<file path="src/rtl/pipeline_hazard_ctrl_pkg.sv">
// Shared types and constants for the pipeline stall/flush sequencer.
package pipe_ctrl_pkg;

  typedef enum logic [1:0] {
    RUN      = 2'd0,
    MUL_WAIT = 2'd1,
    FLUSH    = 2'd2
  } pipe_state_e;

  localparam logic [5:0] FUNCT_MUL   = 6'b000010;
  localparam logic [4:0] REG_ZERO    = 5'd0;
  localparam logic [1:0] ALUOP_RTYPE = 2'b10;

endpackage

</file>
<file path="src/rtl/pipeline_hazard_ctrl_if.sv">
// ID/EX observation inputs and stall/flush controls exchanged with the hazard sequencer.
interface pipeline_hazard_ctrl_if #(parameter int CNT_W = 32);
  import pipe_ctrl_pkg::*;

  // No handshake: inputs are sampled every rising edge; outputs are combinational
  // from the registered state and the current inputs.
  logic [4:0]       id_rs_addr;
  logic [4:0]       id_rt_addr;
  logic             id_uses_rt;
  logic             ex_mem_read;
  logic [4:0]       ex_rd_addr;
  logic             ex_branch_taken;
  logic             ex_mul_start;
  logic             pc_write_en;
  logic             if_id_write_en;
  logic             id_ex_bubble;
  logic             if_id_flush;
  logic             ex_stall;
  logic             squash_ex_dm;
  logic             mul_done;
  logic [CNT_W-1:0] stall_count;
  logic [CNT_W-1:0] flush_count;
  pipe_state_e      state;

  modport master (
    output id_rs_addr, id_rt_addr, id_uses_rt, ex_mem_read, ex_rd_addr,
           ex_branch_taken, ex_mul_start,
    input  pc_write_en, if_id_write_en, id_ex_bubble, if_id_flush, ex_stall,
           squash_ex_dm, mul_done, stall_count, flush_count, state
  );

  modport slave (
    input  id_rs_addr, id_rt_addr, id_uses_rt, ex_mem_read, ex_rd_addr,
           ex_branch_taken, ex_mul_start,
    output pc_write_en, if_id_write_en, id_ex_bubble, if_id_flush, ex_stall,
           squash_ex_dm, mul_done, stall_count, flush_count, state
  );
endinterface

</file>
<file path="src/rtl/pipeline_hazard_ctrl_hazard_detect.sv">
// Combinational load-use compare between the load in EX and the sources of ID.
module hazard_detect
  import pipe_ctrl_pkg::*;
(
  input  logic [4:0] rs_addr,
  input  logic [4:0] rt_addr,
  input  logic       uses_rt,
  input  logic       mem_read,
  input  logic [4:0] rd_addr,
  output logic       load_use
);

  logic rs_match;
  logic rt_match;

  assign rs_match = (rd_addr == rs_addr);
  assign rt_match = uses_rt && (rd_addr == rt_addr);
  // $0 is hard-wired, so a load targeting it can never feed a dependent.
  assign load_use = mem_read && (rd_addr != REG_ZERO) && (rs_match || rt_match);

endmodule

</file>
<file path="src/rtl/pipeline_hazard_ctrl.sv">
// Stall/flush sequencer: load-use bubbles, taken-branch squash, multi-cycle MUL hold.
module pipeline_hazard_ctrl
  import pipe_ctrl_pkg::*;
#(
  parameter int MUL_LATENCY = 3,
  parameter int CNT_W       = 32
) (
  input  logic                 clk,
  input  logic                 reset,
  pipeline_hazard_ctrl_if.slave bus
);

  localparam int MC_W     = $clog2(MUL_LATENCY) + 1;
  localparam int MUL_LOAD = (MUL_LATENCY >= 2) ? (MUL_LATENCY - 2) : 0;

  pipe_state_e      state, state_n;
  logic [MC_W-1:0]  mul_cnt, mul_cnt_n;
  logic             load_use;
  logic             pc_write_en;
  logic             if_id_write_en;
  logic             id_ex_bubble;
  logic             if_id_flush;
  logic             ex_stall;
  logic             squash_ex_dm;
  logic             mul_done;
  logic [CNT_W-1:0] stall_count;
  logic [CNT_W-1:0] flush_count;

  hazard_detect u_hazard_detect (
    .rs_addr  (bus.id_rs_addr),
    .rt_addr  (bus.id_rt_addr),
    .uses_rt  (bus.id_uses_rt),
    .mem_read (bus.ex_mem_read),
    .rd_addr  (bus.ex_rd_addr),
    .load_use (load_use)
  );

  always_ff @(posedge clk or posedge reset) begin
    if (reset) begin
      state   <= RUN;
      mul_cnt <= '0;
    end else begin
      state   <= state_n;
      mul_cnt <= mul_cnt_n;
    end
  end

  always_comb begin
    state_n        = state;
    mul_cnt_n      = mul_cnt;
    pc_write_en    = 1'b1;
    if_id_write_en = 1'b1;
    id_ex_bubble   = 1'b0;
    if_id_flush    = 1'b0;
    ex_stall       = 1'b0;
    squash_ex_dm   = 1'b0;
    mul_done       = 1'b0;
    case (state)
      RUN: begin
        // Branch wins: anything else in flight is on the wrong path.
        if (bus.ex_branch_taken) begin
          if_id_flush  = 1'b1;
          id_ex_bubble = 1'b1;
          state_n      = FLUSH;
        end else if (bus.ex_mul_start) begin
          if (MUL_LATENCY == 1) begin
            mul_done = 1'b1;
          end else begin
            ex_stall       = 1'b1;
            pc_write_en    = 1'b0;
            if_id_write_en = 1'b0;
            mul_cnt_n      = MC_W'(MUL_LOAD);
            state_n        = MUL_WAIT;
          end
        end else if (load_use) begin
          pc_write_en    = 1'b0;
          if_id_write_en = 1'b0;
          id_ex_bubble   = 1'b1;
        end
      end
      MUL_WAIT: begin
        if (mul_cnt != '0) begin
          ex_stall       = 1'b1;
          pc_write_en    = 1'b0;
          if_id_write_en = 1'b0;
          mul_cnt_n      = mul_cnt - 1'b1;
        end else begin
          mul_done = 1'b1;
          state_n  = RUN;
        end
      end
      FLUSH: begin
        squash_ex_dm = 1'b1;
        state_n      = RUN;
      end
      default: state_n = RUN;
    endcase
  end

  // Performance counters stick at all-ones rather than wrapping.
  always_ff @(posedge clk or posedge reset) begin
    if (reset) begin
      stall_count <= '0;
      flush_count <= '0;
    end else begin
      if (!pc_write_en && (stall_count != '1))
        stall_count <= stall_count + 1'b1;
      if ((state == RUN) && (state_n == FLUSH) && (flush_count != '1))
        flush_count <= flush_count + 1'b1;
    end
  end

  assign bus.pc_write_en    = pc_write_en;
  assign bus.if_id_write_en = if_id_write_en;
  assign bus.id_ex_bubble   = id_ex_bubble;
  assign bus.if_id_flush    = if_id_flush;
  assign bus.ex_stall       = ex_stall;
  assign bus.squash_ex_dm   = squash_ex_dm;
  assign bus.mul_done       = mul_done;
  assign bus.stall_count    = stall_count;
  assign bus.flush_count    = flush_count;
  assign bus.state          = state;

endmodule

</file>
<file path="src/flat_wrapper.sv">
// flat-port wrapper written by rule: the top's interface ports become plain ports
module pipeline_hazard_ctrl_flat import pipe_ctrl_pkg::*;
#(
  parameter int MUL_LATENCY = 3,
  parameter int CNT_W       = 32
)
  (clk, reset, bus_id_rs_addr, bus_id_rt_addr, bus_id_uses_rt, bus_ex_mem_read, bus_ex_rd_addr, bus_ex_branch_taken, bus_ex_mul_start, bus_pc_write_en, bus_if_id_write_en, bus_id_ex_bubble, bus_if_id_flush, bus_ex_stall, bus_squash_ex_dm, bus_mul_done, bus_stall_count, bus_flush_count, bus_state);
  pipeline_hazard_ctrl_if #(.CNT_W(CNT_W)) bus_i ();
  input  logic clk;
  input  logic reset;
  input wire logic [$bits(bus_i.id_rs_addr)-1:0] bus_id_rs_addr;
  input wire logic [$bits(bus_i.id_rt_addr)-1:0] bus_id_rt_addr;
  input wire logic [$bits(bus_i.id_uses_rt)-1:0] bus_id_uses_rt;
  input wire logic [$bits(bus_i.ex_mem_read)-1:0] bus_ex_mem_read;
  input wire logic [$bits(bus_i.ex_rd_addr)-1:0] bus_ex_rd_addr;
  input wire logic [$bits(bus_i.ex_branch_taken)-1:0] bus_ex_branch_taken;
  input wire logic [$bits(bus_i.ex_mul_start)-1:0] bus_ex_mul_start;
  output wire logic [$bits(bus_i.pc_write_en)-1:0] bus_pc_write_en;
  output wire logic [$bits(bus_i.if_id_write_en)-1:0] bus_if_id_write_en;
  output wire logic [$bits(bus_i.id_ex_bubble)-1:0] bus_id_ex_bubble;
  output wire logic [$bits(bus_i.if_id_flush)-1:0] bus_if_id_flush;
  output wire logic [$bits(bus_i.ex_stall)-1:0] bus_ex_stall;
  output wire logic [$bits(bus_i.squash_ex_dm)-1:0] bus_squash_ex_dm;
  output wire logic [$bits(bus_i.mul_done)-1:0] bus_mul_done;
  output wire logic [$bits(bus_i.stall_count)-1:0] bus_stall_count;
  output wire logic [$bits(bus_i.flush_count)-1:0] bus_flush_count;
  output wire logic [$bits(bus_i.state)-1:0] bus_state;
  assign bus_i.id_rs_addr = bus_id_rs_addr;
  assign bus_i.id_rt_addr = bus_id_rt_addr;
  assign bus_i.id_uses_rt = bus_id_uses_rt;
  assign bus_i.ex_mem_read = bus_ex_mem_read;
  assign bus_i.ex_rd_addr = bus_ex_rd_addr;
  assign bus_i.ex_branch_taken = bus_ex_branch_taken;
  assign bus_i.ex_mul_start = bus_ex_mul_start;
  assign bus_pc_write_en = bus_i.pc_write_en;
  assign bus_if_id_write_en = bus_i.if_id_write_en;
  assign bus_id_ex_bubble = bus_i.id_ex_bubble;
  assign bus_if_id_flush = bus_i.if_id_flush;
  assign bus_ex_stall = bus_i.ex_stall;
  assign bus_squash_ex_dm = bus_i.squash_ex_dm;
  assign bus_mul_done = bus_i.mul_done;
  assign bus_stall_count = bus_i.stall_count;
  assign bus_flush_count = bus_i.flush_count;
  assign bus_state = bus_i.state;
  pipeline_hazard_ctrl #(.MUL_LATENCY(MUL_LATENCY), .CNT_W(CNT_W)) u_core (.clk(clk), .reset(reset), .bus(bus_i));
endmodule
</file>
<file path="config.mk">
export PLATFORM = sky130hd
export DESIGN_NAME = pipeline_hazard_ctrl_flat
export DESIGN_NICKNAME = d
export VERILOG_FILES = /design/src/rtl/pipeline_hazard_ctrl_pkg.sv /design/src/rtl/pipeline_hazard_ctrl_if.sv /design/src/rtl/pipeline_hazard_ctrl_hazard_detect.sv /design/src/rtl/pipeline_hazard_ctrl.sv /design/src/flat_wrapper.sv
export SDC_FILE = /design/constraint.sdc
export NUM_CORES = 1
export LEC_CHECK = 0
export CORE_MARGIN = 2
export CORE_UTILIZATION = 45
export DETAILED_ROUTE_END_ITERATION = 8
export PLACE_DENSITY = 0.72
export SKIP_LAST_GASP = 1
export SLEW_MARGIN = 40
export SYNTH_ARGS = -nofsm -noshare
export SYNTH_HDL_FRONTEND = slang
export SYNTH_HIERARCHICAL = 1
export SYNTH_SLANG_ARGS = --single-unit
</file>
<file path="constraint.sdc">
create_clock -name clk -period 7.75 [get_ports clk]
set_clock_uncertainty 0.1 [all_clocks]
set_input_delay 1.55 -clock clk [delete_from_list [all_inputs] [get_ports clk]]
set_output_delay 1.55 -clock clk [all_outputs]
set_load 0.01 [all_outputs]
</file>
# ---- Yosys cells after proc, flatten, opt, wreduce, memory -nomap -nowiden
# Cells that the tools add are included.
# Widths: inputs -> output; s select.
dict set report totals {
  regBits 69
  inputBits 21
  wordCells 55
}
dict set report op_classes {
  n_addsub 3
  n_eq_ne 10
  n_mux 25
  reduce_logical 13
}
# operator n
set ops {}
lappend ops {{$add 32x1->32 const B} 2}
lappend ops {{$ne 32x32->1 const B} 2}
lappend ops {{$mux 1} 15}
lappend ops {{$eq 5x5->1} 2}
lappend ops {{$mux 3} 3}
lappend ops {{$logic_and 1x1->1} 6}
lappend ops {{$mux 2} 3}
lappend ops {{$pmux 3 s2} 1}
lappend ops {{$reduce_bool 5->1} 1}
lappend ops {{$eq 2x2->1 const B} 2}
lappend ops {{$ne 2x2->1 const B} 2}
lappend ops {{$pmux 1 s2} 2}
lappend ops {{$pmux 2 s2} 1}
lappend ops {{$reduce_and 4->1} 1}
lappend ops {{$reduce_bool 3->1} 1}
lappend ops {{$sub 3x1->3 const B} 1}
lappend ops {{$eq 2x1->1 const B} 1}
lappend ops {{$logic_not 2->1} 1}
lappend ops {{$ne 2x1->1 const B} 1}
lappend ops {{$reduce_bool 2->1} 1}
lappend ops {{$logic_not 1->1} 1}
lappend ops {{$logic_or 1x1->1} 1}

# ---- Depth between registers and ports, before layout
# Gate-level depths: netlist of the first run.
dict set report logic_depth {
  ltp_word 10
  depth_mapped 10
}

# ---- Cells and area by module
# The synthesis of the first run kept the hierarchy.
# mod instances cells_each area_per_inst_um2 seq_area_each_um2
set by_module_without_submodules {}
lappend by_module_without_submodules {pipeline_hazard_ctrl 1 329 3459.6 1726.7}
lappend by_module_without_submodules {hazard_detect 1 17 132.6 0.0}

# ---- Worst setup path after synthesis of the first run
# No wires, ideal clock.
dict set report synth_path {
  kind {input-to-output}
  start {in bus_ex_rd_addr[3]}
  end {out bus_pc_write_en}
  t_arrival_ps 3123
  required_time_ps 6100
  setup_slack_ps 2977
  path_stages 9
  cell_sequence {xor2_1 > nor4_2 > nand3_1 > a21oi_1 > nor2_1 > o31ai_1 > nand2_1 > buf_2 > buf_4}
}
dict set report synth_via {
  elab_chain_cells 8
  elab_cells_between_ends 11
}
# item line_no
set synth_lines {}
lappend synth_lines {{from (decl)} flat_wrapper.sv:15} ;# input wire logic [$bits(bus_i.ex_rd_addr)-1:0] bus_ex_rd_addr;
lappend synth_lines {{$eq 5x5->1} pipeline_hazard_ctrl_hazard_detect.sv:17} ;# assign rt_match = uses_rt && (rd_addr == rt_addr);
lappend synth_lines {{$logic_and 1x1->1} pipeline_hazard_ctrl_hazard_detect.sv:17}
lappend synth_lines {{$logic_or 1x1->1} pipeline_hazard_ctrl_hazard_detect.sv:19} ;# assign load_use = mem_read && (rd_addr != REG_ZERO) && (rs_match || rt_match);
lappend synth_lines {{$logic_and 1x1->1 *} pipeline_hazard_ctrl_hazard_detect.sv:19}
lappend synth_lines {{net u_core.load_use} pipeline_hazard_ctrl.sv:18} ;# logic load_use;
lappend synth_lines {{$mux 1 * (3 in a row)} -}
lappend synth_lines {{$pmux 1 s2 *} -}
lappend synth_lines {{to (decl)} flat_wrapper.sv:18} ;# output wire logic [$bits(bus_i.pc_write_en)-1:0] bus_pc_write_en;
# Mark *: on every way through the listed nets, which the timed path passes. The rest lies on a longest branch.

# ---- Worst setup path in the final report of the first run
dict set report layout_path {
  start {in bus_ex_rd_addr[0]}
  end {out bus_pc_write_en}
}
dict set report layout_via {
  elab_chain_cells 8
  elab_cells_between_ends 11
}
# item line_no
set layout_lines {}
lappend layout_lines {{$eq 5x5->1} pipeline_hazard_ctrl_hazard_detect.sv:17}
lappend layout_lines {{$logic_and 1x1->1} pipeline_hazard_ctrl_hazard_detect.sv:17}
lappend layout_lines {{$logic_or 1x1->1} pipeline_hazard_ctrl_hazard_detect.sv:19}
lappend layout_lines {{$logic_and 1x1->1 *} pipeline_hazard_ctrl_hazard_detect.sv:19}
lappend layout_lines {{net u_core.load_use} pipeline_hazard_ctrl.sv:18}
lappend layout_lines {{$mux 1 *} pipeline_hazard_ctrl.sv:75} ;# end else if (load_use) begin
lappend layout_lines {{$mux 1 *} pipeline_hazard_ctrl.sv:65} ;# end else if (bus.ex_mul_start) begin
lappend layout_lines {{$mux 1 *} pipeline_hazard_ctrl.sv:61} ;# if (bus.ex_branch_taken) begin
lappend layout_lines {{$pmux 1 s2 *} pipeline_hazard_ctrl.sv:58} ;# case (state)
# Marked as above.

==> metrics.yaml, run 1 <==
power_frac_seq: 0.434
grt_pass1_vias: 2937
synth.top_cells.by_count: "69 x dfrtp_1, 51 x xor2_1, 29 x nor3_1"
setup_viol: 0
required_ns: 6.10
power_frac_clock: 0.278
viasPerCell: 5.45
irDropWorstVdd_mv: 0.178
clock-root-buffer: "clkbuf_8"
finalHoldWorstSlack_ns: 0.399
stdcell_area_um2: 4830
gp_congestion: 0.847
rsz0062_at_grt: "false"
tns_ns: 0
overflow: 0
dpl.cell_count: 536
wl_per_cell_um: 15.5
clock_sinks: 69
drv_slew: 0
maxCapViolations: 0
synthDistinctLibCells: 46
io_pins: 94
layoutNonFillerInstCount: 552
start_util: 0.465
combPwrFrac: 0.288
cp_max_fo: 12
nNetsFinal: 470
synth_top_area_cell: "dfrtp_1"
fin_util: 0.625
relSlewSlack: 0.572
cts_made_buffers: 9
hold_end: "u_core/bus.flush_count[31]$_DFFE_PP0P_"
die_w_um: 93.3
area_growth_pct: 34.4
r2r_slack_ns: 5.11
vias: 3010
antenna_found_initial: 0
fin_crit_sh: 0.777
synth_cells: 346
grt_pass1_wl_mm: 14.2
timing.fmax_mhz: 166
clk_path_buf_depth: 2
synth_top_area_share: 0.481
synth_enable_flop_cells: 0
ctsHoldBuffers: 0
drc: 0
cts_tree: "done"
synth_area_um2: 3590
grt_max_degree: 70
drive_above_1_share: 0.0867
io_buffers: 93
drtIter0Drc: 140
grt_usage: 0.207
syn_nets: 371
p_int_mw: 0.717
crit_arrival_ns: 4.37
hold_viol: 0
hold_class: "register to register"
cts-resized-gates: 0
p_switching_mw: 0.350
postRouteAntennaNets: 0
hp-start: "u_core/bus.flush_count[31]$_DFFE_PP0P_"
clk_pin_slew_ns: 0.08
reg2reg_from: "u_core/bus.stall_count[21]$_DFFE_PP0P_"
ys_seq_area_frac: 0.481
end_kind: "output pin"
htreeDepth: 3
core_area_um2: 7730
tightest_slew_ns: 0.638
place_area_um2: 4630
yosys_warnings: 6
synthFlopType: "dfrtp_1"
r2r_end: "u_core/bus.stall_count[1]$_DFFE_PP0P_"
clock_latency_ns: 0.34
critical_path_class: "input port to output pin"
detailed_place_hpwl_mm: 6.09
hold_depth: 1
synth-async-reset-ratio: 1.00
startpoint_type: "input port"
row_count: 32
min_period_ns: 6.02
wl_mm: 8.54
die_area_um2: 8710
outcome: "complete, no violations"
first_pass_iters: 4
yosysMostFrequentCell: "dfrtp_1"
swShare: 0.328
cts_setup_buffers: 0
powerDensity_nw_per_um2: 221
die_h_um: 93.3
ys_ff_latch: 69
reg2reg_depth: 6
synth.avg_cell_area_um2: 10.4
synth_area_leaders: "dfrtp_1 48%, xor2_1 12%, xnor2_1 4.6%, nor3_1 4.0%, nand3_1 3.8%"
p_leak_nw: 2.13
antennaDiodeCount: 0
## through the flow
| stage | total power [mW] | setup slack, ns |
|---|---|---|
| after floorplan | 0.626 | 2.98 |
| after global placement | 0.769 | 1.85 |
| after detailed placement | 0.777 | 1.77 |
| after CTS | 1.08 | 1.77 |
| after global routing | 1.13 | 1.42 |
| final | 1.07 | 1.73 |
## state kept, by name (all words and copies together), names as in the netlist
name,count
u_core/bus.stall_count,32
u_core/mul_cnt,3
u_core/bus.flush_count,32
u_core/bus.state,2
## worst max-delay path: stages
cell	delay [ns]
clkdlybuf4s50_1	0.48
xor2_1	0.21
nor4_2	0.27
nand3_1	0.11
a21oi_1	0.20
nor2_1	0.07
o31ai_1	0.47
nand2_1	0.42
clkdlybuf4s50_1	0.59
## layout make-up
class,count,area (µm²)
Fill cell,651,2900
Clock inverter,6,62.6
Tap cell,102,128
Inverter,18,67.6
Multi-Input combinational cell,252,1760
Timing Repair Buffer,95,950
Clock buffer,10,138
Sequential cell,69,1730
## placed cells by master, fill, tap and decap left out, drive strengths merged, types with 4 or more instances in the layout
master         instances
clkdlybuf4s50         93
dfrtp                 69
xor2                  51
nor3                  31
nand3                 27
nand2                 22
xnor2                 19
nand4                 19
nor2                  19
inv                   18
nor4                  17
clkbuf                10
and3                   6
a21oi                  5
ha                     4
## worst max-delay path by stage
| stage | slack, ns | cells after the start | startpoint | end |
|---|---|---|---|---|
| after floorplan | 2.98 | 9 | bus_ex_rd_addr[3] | bus_pc_write_en |
| after global placement | 1.85 | 9 | bus_ex_rd_addr[3] | bus_pc_write_en |
| after detailed placement | 1.77 | 9 | bus_ex_rd_addr[0] | bus_pc_write_en |
| after CTS | 1.77 | 9 | bus_ex_rd_addr[0] | bus_pc_write_en |
| after global routing | 1.42 | 9 | bus_ex_rd_addr[3] | bus_pc_write_en |
| final | 1.73 | 9 | bus_ex_rd_addr[0] | bus_pc_write_en |
## cell families after synthesis
family | synth area share
AO/OA/AOI/OAI | 0.0428
multiplexers | 0.00940
buffers and inverters | 0.0303
XOR/XNOR | 0.171
adder cells (fa/ha/maj) | 0.0139
AND/OR/NAND/NOR | 0.252
flip-flops | 0.481
## power by group through the flow
stage / registers (mW) / clock network [mW] / logic (mW)
after floorplan: 0.474 / 0 / 0.152
after global placement: 0.467 / 0 / 0.302
after detailed placement: 0.468 / 0 / 0.309
after CTS: 0.462 / 0.302 / 0.312
after global routing: 0.472 / 0.320 / 0.334
final: 0.463 / 0.296 / 0.307
## layer usage
metal	wire length, µm	share of wire	global-route usage
met3	465	0.054	0.0371
met2	4120	0.48	0.342
met5	0	0	0
met1	3820	0.45	0.272
met4	138	0.016	0.0784
(Power assumes the default switching activity.)
==> run 2, diff against run 1 <==
- clock period: 7.75 -> 5.6 ns (I/O delays scaled with it)
==> run 2 against run 1 <==
Sequential share of layout area is 0.056 points lower. Core utilization grew 0.097 points. Clock-buffer cell count up 2. Die area is the same. Largest cell class unchanged. Setup slack got worse by 1.2 ns.
==> metrics.yaml, run 2 (same netlist as run 1, synthesis figures left out) <==
grt_usage: 0.200
setup_viol: 0
clk_path_buf_depth: 2
clock_sinks: 69
relSlewSlack: 0.579
startpoint: "bus_ex_rd_addr[3]"
reg2reg_depth: 6
layoutNonFillerInstCount: 552
cts-resized-gates: 0
cts_setup_buffers: 0
hold_viol: 0
area_growth_pct: 34.6
p_leak_nw: 2.14
startpoint_type: "input port"
first_pass_iters: 6
nNetsFinal: 470
drtIter0Drc: 105
die_w_um: 93.3
overflow: 0
critical_path_class: "input port to output pin"
maxCapViolations: 0
r2r_slack_ns: 2.95
start_util: 0.465
tns_ns: 0
final_common_cell: "clkdlybuf4s50_1"
viasPerCell: 5.34
reg2reg_from: "u_core/bus.stall_count[26]$_DFFE_PP0P_"
ff_latch_area_um2: 1730
wl_mm: 8.28
wl_per_cell_um: 15.0
end_kind: "output pin"
min_period_ns: 5.09
crit_arrival_ns: 3.87
outcome: "complete, no violations"
core_area_um2: 7730
grt_pass1_vias: 2883
irDropWorstVdd_mv: 0.215
cts_tree: "done"
detailed_place_hpwl_mm: 6.06
drive_above_1_share: 0.0867
cp_max_fo: 12
multi_input_area_um2: 1760
hold_class: "register to register"
clock-root-buffer: "clkbuf_8"
cts_made_buffers: 9
clock_latency_ns: 0.33
timing.fmax_mhz: 197
place_area_um2: 4620
vias: 2945
r2r_end: "u_core/bus.stall_count[1]$_DFFE_PP0P_"
mostFrequentLayoutCells: "93 x clkdlybuf4s50_1, 69 x dfrtp_1, 51 x xor2_1, 29 x nor3_1, 27 x nand3_1"
stdcell_area_um2: 4840
io_pins: 94
grt_max_degree: 38
drc: 0
die_h_um: 93.3
row_count: 32
io_buffers: 93
die_area_um2: 8710
tightest_slew_ns: 0.629
rsz0062_at_grt: "false"
antenna_found_initial: 0
drv_slew: 0
ctsHoldBuffers: 0
grt_pass1_wl_mm: 13.8
postRouteAntennaNets: 0
htreeDepth: 3
dpl.cell_count: 536
gp_congestion: 0.833
fin_crit_sh: 0.909
clk_pin_slew_ns: 0.08
powerDensity_nw_per_um2: 308
num-fill-cells: 637
cp-endpoint: "bus_if_id_write_en"
antennaDiodeCount: 0
required_ns: 4.38
top_regs: "u_core/bus.flush_count (32), u_core/bus.stall_count (32), u_core/mul_cnt (3)"
run 2: cell types whose count changed in the layout (fill, tap and decap cells not counted), sizes merged:
cell,previous run,this run
clkbuf,10,12
inv,18,17
clkinv,2,4
clkinvlp,3,0
run 2: layout make-up:
cell class | instances | area share
multi-input cells | 252 | 0.363
clock buffers | 12 | 0.0342
flip-flops and latches | 69 | 0.357
clock inverters | 4 | 0.00931
repair buffers | 95 | 0.196
well taps | 102 | 0.0264
inverters | 18 | 0.0142
run 2: worst min path at each step:
stage | from | end | depth (start not counted)
2_1_floorplan | u_core/mul_cnt[1]$_DFFE_PP0P_ | u_core/mul_cnt[1]$_DFFE_PP0P_ | 2
3_3_place_gp | u_core/bus.flush_count[23]$_DFFE_PP0P_ | u_core/bus.flush_count[23]$_DFFE_PP0P_ | 1
3_5_place_dp | u_core/bus.flush_count[31]$_DFFE_PP0P_ | u_core/bus.flush_count[31]$_DFFE_PP0P_ | 1
4_1_cts | u_core/bus.flush_count[23]$_DFFE_PP0P_ | u_core/bus.flush_count[23]$_DFFE_PP0P_ | 1
5_1_grt | u_core/bus.stall_count[10]$_DFFE_PP0P_ | u_core/bus.stall_count[10]$_DFFE_PP0P_ | 1
6_report | u_core/bus.flush_count[23]$_DFFE_PP0P_ | u_core/bus.flush_count[23]$_DFFE_PP0P_ | 1
run 2: through the flow:
| stage | util | total power, mW | setup slack, ns | hold WS [ns] |
|---|---|---|---|---|
| after floorplan | - | 0.867 | 1.69 | 0.376 |
| final | 0.626 | 1.49 | 0.512 | 0.393 |
| after CTS | 0.626 | 1.51 | 0.490 | 0.401 |
| after detailed placement | 0.598 | 1.08 | 0.492 | 0.387 |
| after global placement | 0.598 | 1.06 | 0.563 | 0.374 |
| after global routing | 0.626 | 1.58 | 0.230 | 0.414 |
run 2: critical path, stage by stage:
cell,delay [ns]
clkdlybuf4s50_1,0.47
xor2_1,0.19
nor4_2,0.27
nand3_1,0.10
a21oi_1,0.19
nor2_1,0.07
o31ai_1,0.46
nand2_1,0.41
clkdlybuf4s50_1,0.59
run 2: power by group:
group	leakage (nW)	total [mW]	internal, mW	switching [mW]
registers	0.899	0.638	0.559	0.0792
clock network	0.112	0.425	0.240	0.184
logic	1.13	0.427	0.218	0.209
total	2.14	1.49	1.02	0.473
run 2: metal layers:
metal,vias up,global-route usage,part of all wire
met5,-,0,0
met4,0,0.0784,0.0066
met3,4,0.0322,0.049
met2,82,0.326,0.48
met1,1433,0.268,0.46
li1,1426,-,-
